File: config.mk
export PLATFORM = sky130hd
export DESIGN_NAME = regbank_sequencer
export DESIGN_NICKNAME = d
export VERILOG_FILES = /design/src/rtl/regbank_sequencer_pkg.sv /design/src/rtl/regbank_fetch_timer.sv /design/src/rtl/regbank_sequencer.sv
export SDC_FILE = /design/constraint.sdc
export NUM_CORES = 1
export LEC_CHECK = 0
export ABC_AREA = 1
export BUFFER_PORTS_ARGS = -buffer_cell sky130_fd_sc_hd__buf_2
export CAP_MARGIN = 5
export CORE_ASPECT_RATIO = 1.75
export CORE_UTILIZATION = 49
export DETAILED_ROUTE_END_ITERATION = 8
export PLACE_DENSITY = 0.8
export SLEW_MARGIN = 20
export SYNTH_ARGS = -nofsm -noshare
export SYNTH_HDL_FRONTEND = slang
export SYNTH_SLANG_ARGS = --single-unit
File: constraint.sdc
create_clock -name clk -period 2.82 [get_ports clk]
set_input_delay 0.564 -clock clk [delete_from_list [all_inputs] [get_ports clk]]
set_output_delay 0.564 -clock clk [all_outputs]
set_load 0.01 [all_outputs]
File: src/rtl/regbank_sequencer_pkg.sv
`default_nettype none
// ============================================================================
// Module      : regbank_sequencer_pkg
// Description : Shared types and constants for the register-bank sequencer:
//               FSM state encoding, opcode values, error codes, instruction
//               field positions and small decode helpers.
// Revision    : 1.0 - initial release
// ============================================================================
package regbank_sequencer_pkg;

  // Sequencer states, one per pipeline step of an instruction
  typedef enum logic [3:0] {
    ST_IDLE   = 4'd0,
    ST_PCRD   = 4'd1,
    ST_FETCH  = 4'd2,
    ST_DECODE = 4'd3,
    ST_OPRD   = 4'd4,
    ST_EXEC   = 4'd5,
    ST_WB     = 4'd6,
    ST_PCUP   = 4'd7,
    ST_HALT   = 4'd8
  } state_t;

  // Opcodes with a fixed meaning; 0x1-0x7 are ALU functions
  localparam logic [3:0] OP_NOP  = 4'h0;
  localparam logic [3:0] OP_LDI  = 4'h8;
  localparam logic [3:0] OP_BEQZ = 4'h9;
  localparam logic [3:0] OP_HALT = 4'hF;

  // Sticky error flags
  localparam logic [1:0] ERR_NONE    = 2'b00;
  localparam logic [1:0] ERR_ILLEGAL = 2'b01;
  localparam logic [1:0] ERR_TIMEOUT = 2'b10;

  // Instruction field positions (imm overlaps rs)
  localparam int OP_MSB  = 15;
  localparam int OP_LSB  = 12;
  localparam int RD_MSB  = 11;
  localparam int RD_LSB  = 8;
  localparam int RS_MSB  = 7;
  localparam int RS_LSB  = 4;
  localparam int IMM_MSB = 7;
  localparam int IMM_LSB = 0;

  // True for the seven ALU opcodes
  function automatic logic is_alu(input logic [3:0] op);
    return (op != OP_NOP) && !op[3];
  endfunction

  // True for every opcode the sequencer knows how to execute
  function automatic logic is_legal(input logic [3:0] op);
    return (op == OP_NOP) || is_alu(op) || (op == OP_LDI) ||
           (op == OP_BEQZ) || (op == OP_HALT);
  endfunction

  // Branch displacement: sign-extended word offset converted to bytes
  function automatic logic [15:0] branch_offset(input logic [7:0] imm);
    return {{7{imm[7]}}, imm, 1'b0};
  endfunction

endpackage
`default_nettype wire

File: src/rtl/regbank_fetch_timer.sv
`default_nettype none
// ============================================================================
// Module      : regbank_fetch_timer
// Description : Counts cycles spent waiting for an instruction-fetch ack and
//               flags expiry on the TIMEOUT-th waiting cycle.
// Revision    : 1.0 - initial release
// ============================================================================
module regbank_fetch_timer #(
  parameter int TIMEOUT = 15
) (
  input  logic clk,
  input  logic rst,
  input  logic clear,
  input  logic start,
  output logic expired
);

  localparam int CW = (TIMEOUT > 1) ? $clog2(TIMEOUT) : 1;

  logic [CW-1:0] count;

  // Count waiting cycles; cleared whenever the fetch is not in progress
  always_ff @(posedge clk) begin
    if (rst || clear) begin
      count <= '0;
    end else if (start && !expired) begin
      count <= count + CW'(1);
    end
  end

  // Expiry is signalled during the last allowed waiting cycle
  assign expired = start && (count == CW'(TIMEOUT - 1));

endmodule
`default_nettype wire

File: src/rtl/regbank_sequencer.sv
`default_nettype none
// ============================================================================
// Module      : regbank_sequencer
// Description : Multi-cycle instruction sequencer mastering a 16x16 register
//               bank whose r0 is the PC. Reads PC, fetches over req/ack,
//               reads operands, executes, writes back and commits the PC.
//               wr_en and pc_inc come from distinct states, so they can
//               never be asserted together.
// Revision    : 1.0 - initial release
// ============================================================================
module regbank_sequencer
  import regbank_sequencer_pkg::*;
#(
  parameter int IMEM_TIMEOUT = 15,
  parameter int PC_STEP      = 2
) (
  input  logic        clk,
  input  logic        rst,
  input  logic        run,
  output logic        imem_req,
  output logic [15:0] imem_addr,
  input  logic        imem_ack,
  input  logic [15:0] imem_data,
  output logic [3:0]  src_reg,
  output logic [3:0]  dst_reg,
  output logic [3:0]  wr_reg,
  output logic [15:0] wr_data,
  output logic        wr_en,
  output logic        pc_inc,
  output logic [15:0] pc_data_in,
  input  logic [15:0] pc_data_out,
  input  logic [15:0] a,
  input  logic [15:0] b,
  output logic [2:0]  alu_op,
  input  logic [15:0] alu_result,
  output logic        busy,
  output logic        halted,
  output logic [1:0]  err
);

  state_t      state, state_nxt;
  logic [15:0] pc_q, ir, res_q;
  logic        branch_taken;
  logic [1:0]  err_q;
  logic        fetch_expired;

  logic [3:0]  op, rd, rs;
  logic [7:0]  imm;

  assign op  = ir[OP_MSB:OP_LSB];
  assign rd  = ir[RD_MSB:RD_LSB];
  assign rs  = ir[RS_MSB:RS_LSB];
  assign imm = ir[IMM_MSB:IMM_LSB];

  // Operand B feeds the ALU directly; the sequencer never inspects it
  logic unused_b;
  assign unused_b = ^b;

  regbank_fetch_timer #(
    .TIMEOUT (IMEM_TIMEOUT)
  ) u_fetch_timer (
    .clk     (clk),
    .rst     (rst),
    .clear   (state != ST_FETCH),
    .start   (state == ST_FETCH),
    .expired (fetch_expired)
  );

  // State register
  always_ff @(posedge clk) begin
    if (rst) begin
      state <= ST_IDLE;
    end else begin
      state <= state_nxt;
    end
  end

  // Datapath registers: PC copy, instruction, result, branch flag, errors
  always_ff @(posedge clk) begin
    if (rst) begin
      pc_q         <= '0;
      ir           <= '0;
      res_q        <= '0;
      branch_taken <= 1'b0;
      err_q        <= ERR_NONE;
    end else begin
      if (state == ST_PCRD) begin
        pc_q <= pc_data_out;
      end
      if (state == ST_FETCH && imem_ack) begin
        ir <= imem_data;
      end
      if (state == ST_EXEC) begin
        if (op == OP_LDI) begin
          res_q <= {8'h00, imm};
        end else if (is_alu(op)) begin
          res_q <= alu_result;
        end
        branch_taken <= (op == OP_BEQZ) && (a == 16'h0000);
      end
      if (state == ST_FETCH && !imem_ack && fetch_expired) begin
        err_q <= err_q | ERR_TIMEOUT;
      end
      if (state == ST_DECODE && !is_legal(op)) begin
        err_q <= err_q | ERR_ILLEGAL;
      end
      if (state == ST_HALT && run) begin
        err_q <= ERR_NONE;
      end
    end
  end

  // Next-state and per-state output decode
  always_comb begin
    state_nxt  = state;
    imem_req   = 1'b0;
    imem_addr  = '0;
    src_reg    = '0;
    dst_reg    = '0;
    wr_reg     = '0;
    wr_data    = '0;
    wr_en      = 1'b0;
    pc_inc     = 1'b0;
    pc_data_in = '0;
    alu_op     = '0;
    case (state)
      ST_IDLE: begin
        if (run) state_nxt = ST_PCRD;
      end
      ST_PCRD: begin
        state_nxt = ST_FETCH;
      end
      ST_FETCH: begin
        imem_req  = 1'b1;
        imem_addr = pc_q;
        if (imem_ack)           state_nxt = ST_DECODE;
        else if (fetch_expired) state_nxt = ST_HALT;
      end
      ST_DECODE: begin
        src_reg   = rd;
        dst_reg   = rs;
        state_nxt = is_legal(op) ? ST_OPRD : ST_HALT;
      end
      ST_OPRD: begin
        src_reg   = rd;
        dst_reg   = rs;
        state_nxt = ST_EXEC;
      end
      ST_EXEC: begin
        src_reg = rd;
        dst_reg = rs;
        if (is_alu(op)) alu_op = op[2:0];
        if (op == OP_HALT) begin
          state_nxt = ST_HALT;
        end else if ((is_alu(op) || op == OP_LDI) && rd != 4'h0) begin
          state_nxt = ST_WB;
        end else begin
          state_nxt = ST_PCUP;
        end
      end
      ST_WB: begin
        wr_en     = 1'b1;
        wr_reg    = rd;
        wr_data   = res_q;
        state_nxt = ST_PCUP;
      end
      ST_PCUP: begin
        pc_inc     = 1'b1;
        pc_data_in = pc_q + 16'(PC_STEP) +
                     (branch_taken ? branch_offset(imm) : 16'h0000);
        state_nxt  = ST_PCRD;
      end
      ST_HALT: begin
        if (run) state_nxt = ST_PCRD;
      end
      default: begin
        state_nxt = ST_IDLE;
      end
    endcase
  end

  assign busy   = (state != ST_IDLE) && (state != ST_HALT);
  assign halted = (state == ST_HALT);
  assign err    = err_q;

endmodule
`default_nettype wire
Word-level counts from Yosys, hierarchy flattened
Index checks and enable logic that the tools add are counted.

Register bits after elaboration: 59. Input port bits: 84. Output and inout port bits: 70. Word-level logic and storage cells: 84.

Add/subtract/negate cells: 3. Equality and inequality tests: 16. Muxes and demuxes: 22. Bitwise logic cells: 1. Reductions and logical operators: 34.

Operator list (count): $mux 16 (6); $mux 4 (8); $pmux 4 s8 (1); $eq 4x4->1 const B (5); $add 16x16->16 (1); $add 16x2->16 const B (1); $eq 4x3->1 const B (4); $logic_not 16->1 (1); $reduce_bool 4->1 (3); $logic_and 1x1->1 (11); $eq 4x2->1 const B (2); $logic_not 4->1 (2); $logic_or 1x1->1 (6); $mux 3 (2); $reduce_and 2->1 (3); $mux 1 (5); $add 4x1->4 const B (1); $eq 4x1->1 const B (1); $logic_not 1->1 (4); $ne 4x2->1 const B (1); $ne 4x4->1 const B (1); $reduce_or 2->1 (2); $ne 3x3->1 const B (1); $reduce_or 3->1 (1); other kinds (3) (3).

Logic depth before layout (Yosys ltp)
Depth in word-level cells: 10. Gate-level depth with buffers: 15. Mapped depth without buffers: 14.

Modules after synthesis
A second synthesis with hierarchy kept.

Cell total of the unflattened synthesis: 636. Area, all modules: 4021.4 sq um.

Modules (own cells, without submodules): regbank_sequencer (instances 1, cells each 604, area each 3781.1 sq um, sequential area each 1101.1 sq um); regbank_fetch_timer (instances 1, cells each 32, area each 240.2 sq um, sequential area each 80.1 sq um).

Worst setup path after synthesis
OpenSTA, ideal clock, no wires.

Path type: flip-flop to output port. Start: register branch_taken. End: output port pc_data_in[14]. Arrival time: 2006 ps. Required time: 2256 ps. Slack: 250 ps. Cell stages (with the launch flop): 15. Buffers on the path: 1. Path through: dfxtp_1 > buf_4 > nand2_1 > inv_1 > ha_1 > ha_1 > inv_1 > fa_1 > inv_1 > nand3_1 > nand3_1 > nand3_1 > nand4_1 > nand2_1 > nor2_1.

Word-level cells in the longest chain between the ends: 3.

RTL lines: from (decl) (RTL line regbank_sequencer.sv:43) `logic branch_taken;`; from (signal assigned) (RTL line regbank_sequencer.sv:99) `branch_taken <= (op == OP_BEQZ) && (a == 16'h0000);`; $mux 16 (RTL line regbank_sequencer.sv:170) `(branch_taken ? branch_offset(imm) : 16'h0000);`; $add 16x16->16 (RTL line regbank_sequencer.sv:169) `pc_data_in = pc_q + 16'(PC_STEP) +`; $mux 16 (RTL line regbank_sequencer.sv:126) `case (state)`; to (decl) (RTL line regbank_sequencer.sv:30) `output logic [15:0] pc_data_in,`.

Every way passes these cells.

Worst setup path after layout
Same ends and word-level chain as after synthesis.

==> reports/summary.json <==
{
  "crit_type": "register to output port",
  "vdd_drop_max_mv": 0.627,
  "total_routing_usage_reported_by_global_routing_pct": 27.2,
  "final.setup.worst_slack_ps": -120,
  "report.power.total_mw": 3.55,
  "area_delta_synth_final_pct": 37.9,
  "antenna_found_initial": 0,
  "synthCells": 617,
  "num_vias": 4455,
  "synth.net_count": 724,
  "ys.flop_type": "dfxtp_1",
  "power_density_nw_per_um2": 668,
  "worst_path_dominant_cell_family": "simple AND/OR/NAND/NOR gates",
  "numCtsBuffers": 9,
  "pin_count_of_the_biggest_net_entering_global_routing": 43,
  "violations": "setup timing",
  "status": "complete, but fails checks",
  "grt_pass1_vias": 4299,
  "worstPathRequired_ps": 2260,
  "clock_skew_ps": 9.72,
  "core_box_area_sq_um": 7570,
  "cp_cell_sequence": "buf_6, nand2_8, inv_8, nor2_2, nor2_2, ha_2, nand2_2, nor2_1, nand3_4, nand4_1, nand2_1, nor2_1, buf_2",
  "yosys-top-cells-area": "dfxtp_1 31%, nand2_1 12%, nor2_1 11%",
  "most_common_cell_in_the_netlist": "nand2_1",
  "max_slew_margin_pct": 45.1,
  "placed_area_sq_um": 4550,
  "post_synth.cell_area_avg_sq_um": 6.25,
  "root_buffer": "clkbuf_16",
  "timing_worst_slew_pin_value_ps": 822,
  "finalWorstPathRequiredPeriod_ps": 2940,
  "yosys.cell_types.count": 32,
  "clock_sink_count": 59,
  "finalInstanceArea_sq_um": 5320,
  "grt_first_pass_wirelength_microns": 18000,
  "cp_slowest_cell": "ha_2",
  "initial_standard_cell_utilization_of_the_core_pct": 50.9,
  "timing.rr.start": "state[3]$_SDFFE_PP0P_",
  "min-delay-start": "err[0]$_SDFFE_PP0P_",
  "timing.fmax_mhz": 340,
  "clk_path_buf_depth": 2,
  "first_iter_violations": 213,
  "synth_warnings": 0,
  "ant_nets": 0,
  "critPathLaunchType": "register",
  "critPathMaxFanout": 8,
  "cap_viol_max_count": 0,
  "timing.hold.worst.class": "register to register",
  "setup.worst_path.start": "branch_taken$_SDFFE_PP0P_",
  "timing.final.hold_violations": 0,
  "wirelength_microns": 11900,
  "synth_edf_count": 0,
  "route.detailed.vias_per_inst": 5.22,
  "worst_setup_path_end_kind": "output port",
  "clkSlewWorstSetupHoldPaths_ps": 50,
  "cts_max_level": 3,
  "drt-wirelength-per-cell_microns": 13.9,
  "critical_path_arrival_ps": 2380,
  "rsz0062_at_grt": "true",
  "synth_common_cells": "122 x nand2_1, 114 x nor2_1, 103 x inv_1",
  "report.final.setup_viol": 7,
  "cts_tree": "yes",
  "floorplan.die.width_microns": 69.1,
  "period_share_pct": 104,
  "die_area_sq_um": 8240,
  "fill_cells": 609,
  "final_max_slew_viol_count": 0,
  "top_level_ports": 154,
  "critPathBufInv": 3,
  "synthesis.area_sq_um": 3850,
  "cts_hold_buffers": 0,
  "drt_drc_violations_left": 0,
  "worst_hold_slack_ps": 443,
  "power_leakage_nw": 2.62,
  "die_h_microns": 119,
  "design.final.nets": 868,
  "detailedPlacementHpwl_microns": 8280,
  "antenna_cells": 0,
  "routabilityCongestion": 0.885,
  "synth-seq-cells": 59,
  "post-synth-top-area-fraction_pct": 30.6,
  "overflow": 0,
  "async_flop_share_pct": 0,
  "std_cell_rows": 42,
  "drt_first_pass_iters": 5,
  "finalCoreUtilization_pct": 70.3,
  "clkLatencyLatePin_ps": 330,
  "netlist.top_cell.by_area": "dfxtp_1",
  "cp_slowest_stage_delay_ps": 400,
  "share_of_the_yosys_chip_area_belonging_to_registers_pct": 30.6,
  "portBuffers": 137,
  "drive_above_1_share_pct": 33.9
}
[where the power goes]
part	internal, mW	leakage [nW]	switching, mW
clock network	0.704	0.137	0.390
logic	0.486	2.00	0.836
registers	1.00	0.480	0.136
[flip-flops by register name (all words and copies together) (netlist names)]
signal and cells:
state 4, pc_q 16, branch_taken 1, err 2
res_q 16, u_fetch_timer.count 4, ir 16
[cells in the final DEF (no fill, tap or decap), drive strengths merged]
cell	synthesis	routed
clkinvlp	0	4
a31oi	2	2
clkinv	0	1
nor3b	1	1
a21oi	67	67
nand3	22	22
buf	15	152
nand2	129	129
inv	106	106
o21ai	57	57
nand4	4	4
xor2	2	2
o22ai	1	1
clkbuf	4	10
and2	1	1
bufinv	0	1
ha	22	22
dfxtp	59	59
nor3	2	2
fa	1	1
nand3b	2	2
nor4	1	1
nor2	119	119
[worst paths after layout]
kind	to	slack [ps]	depth (start not counted)
hold reg to reg	err[0]$_SDFFE_PP0P_	440	2
setup / recovery	pc_data_in[14]	-120	13
setup reg to reg	state[1]$_SDFFE_PP0P_	1070	7
hold / removal	err[0]$_SDFFE_PP0P_	440	2
[cell type report]
type                    instances  area (sq um)  share of cell area, %
repair buffers                152           802                   15.1
flip-flops and latches         59          1180                   22.3
multi-input cells             433          2510                   47.2
clock inverters                 6          65.1                   1.22
inverters                     106           408                   7.67
well taps                      88           110                   2.07
clock buffers                  10           239                   4.50
[cell families after synthesis]
group                    after synthesis  share of synthesized area, %
buffers and inverters                125                          13.7
flip-flops                            59                          30.6
adder cells (fa/ha/maj)               23                          7.66
XOR/XNOR                               2                         0.454
AO/OA/AOI/OAI                        127                          16.6
AND/OR/NAND/NOR                      281                          31.0
[timing repair]
action                     in CTS  in global routing
buffers inserted                8                  3
setup endpoints to repair      11                 11
pin swaps                      17                 18
resized for setup              34                 59
cloned                          0                  0
[worst min-delay path: cells and delay by family (launching register included)]
kind / cells / cell delay (ps)
flip-flops: 1 / 300
buffers and inverters: 1 / 50
AO/OA/AOI/OAI: 1 / 50
[per-stage QoR]
step	setup slack (ps)	instances	setup TNS (ps)
3_5_place_dp	90.9	827	0
5_1_grt	-210	854	-1510
6_report	-120	854	-487
3_3_place_gp	130	827	0
2_1_floorplan	250	617	0
4_1_cts	-70.5	851	-159
[layer usage]
metal,global-route usage (%),vias to the layer above,wire (microns)
li1,-,2227,-
met2,51.3,174,6320
met5,0,-,0
met3,5.33,38,588
met1,25.7,2016,4390
met4,18.1,0,594
No activity file was read; power rests on OpenSTA's default activity.
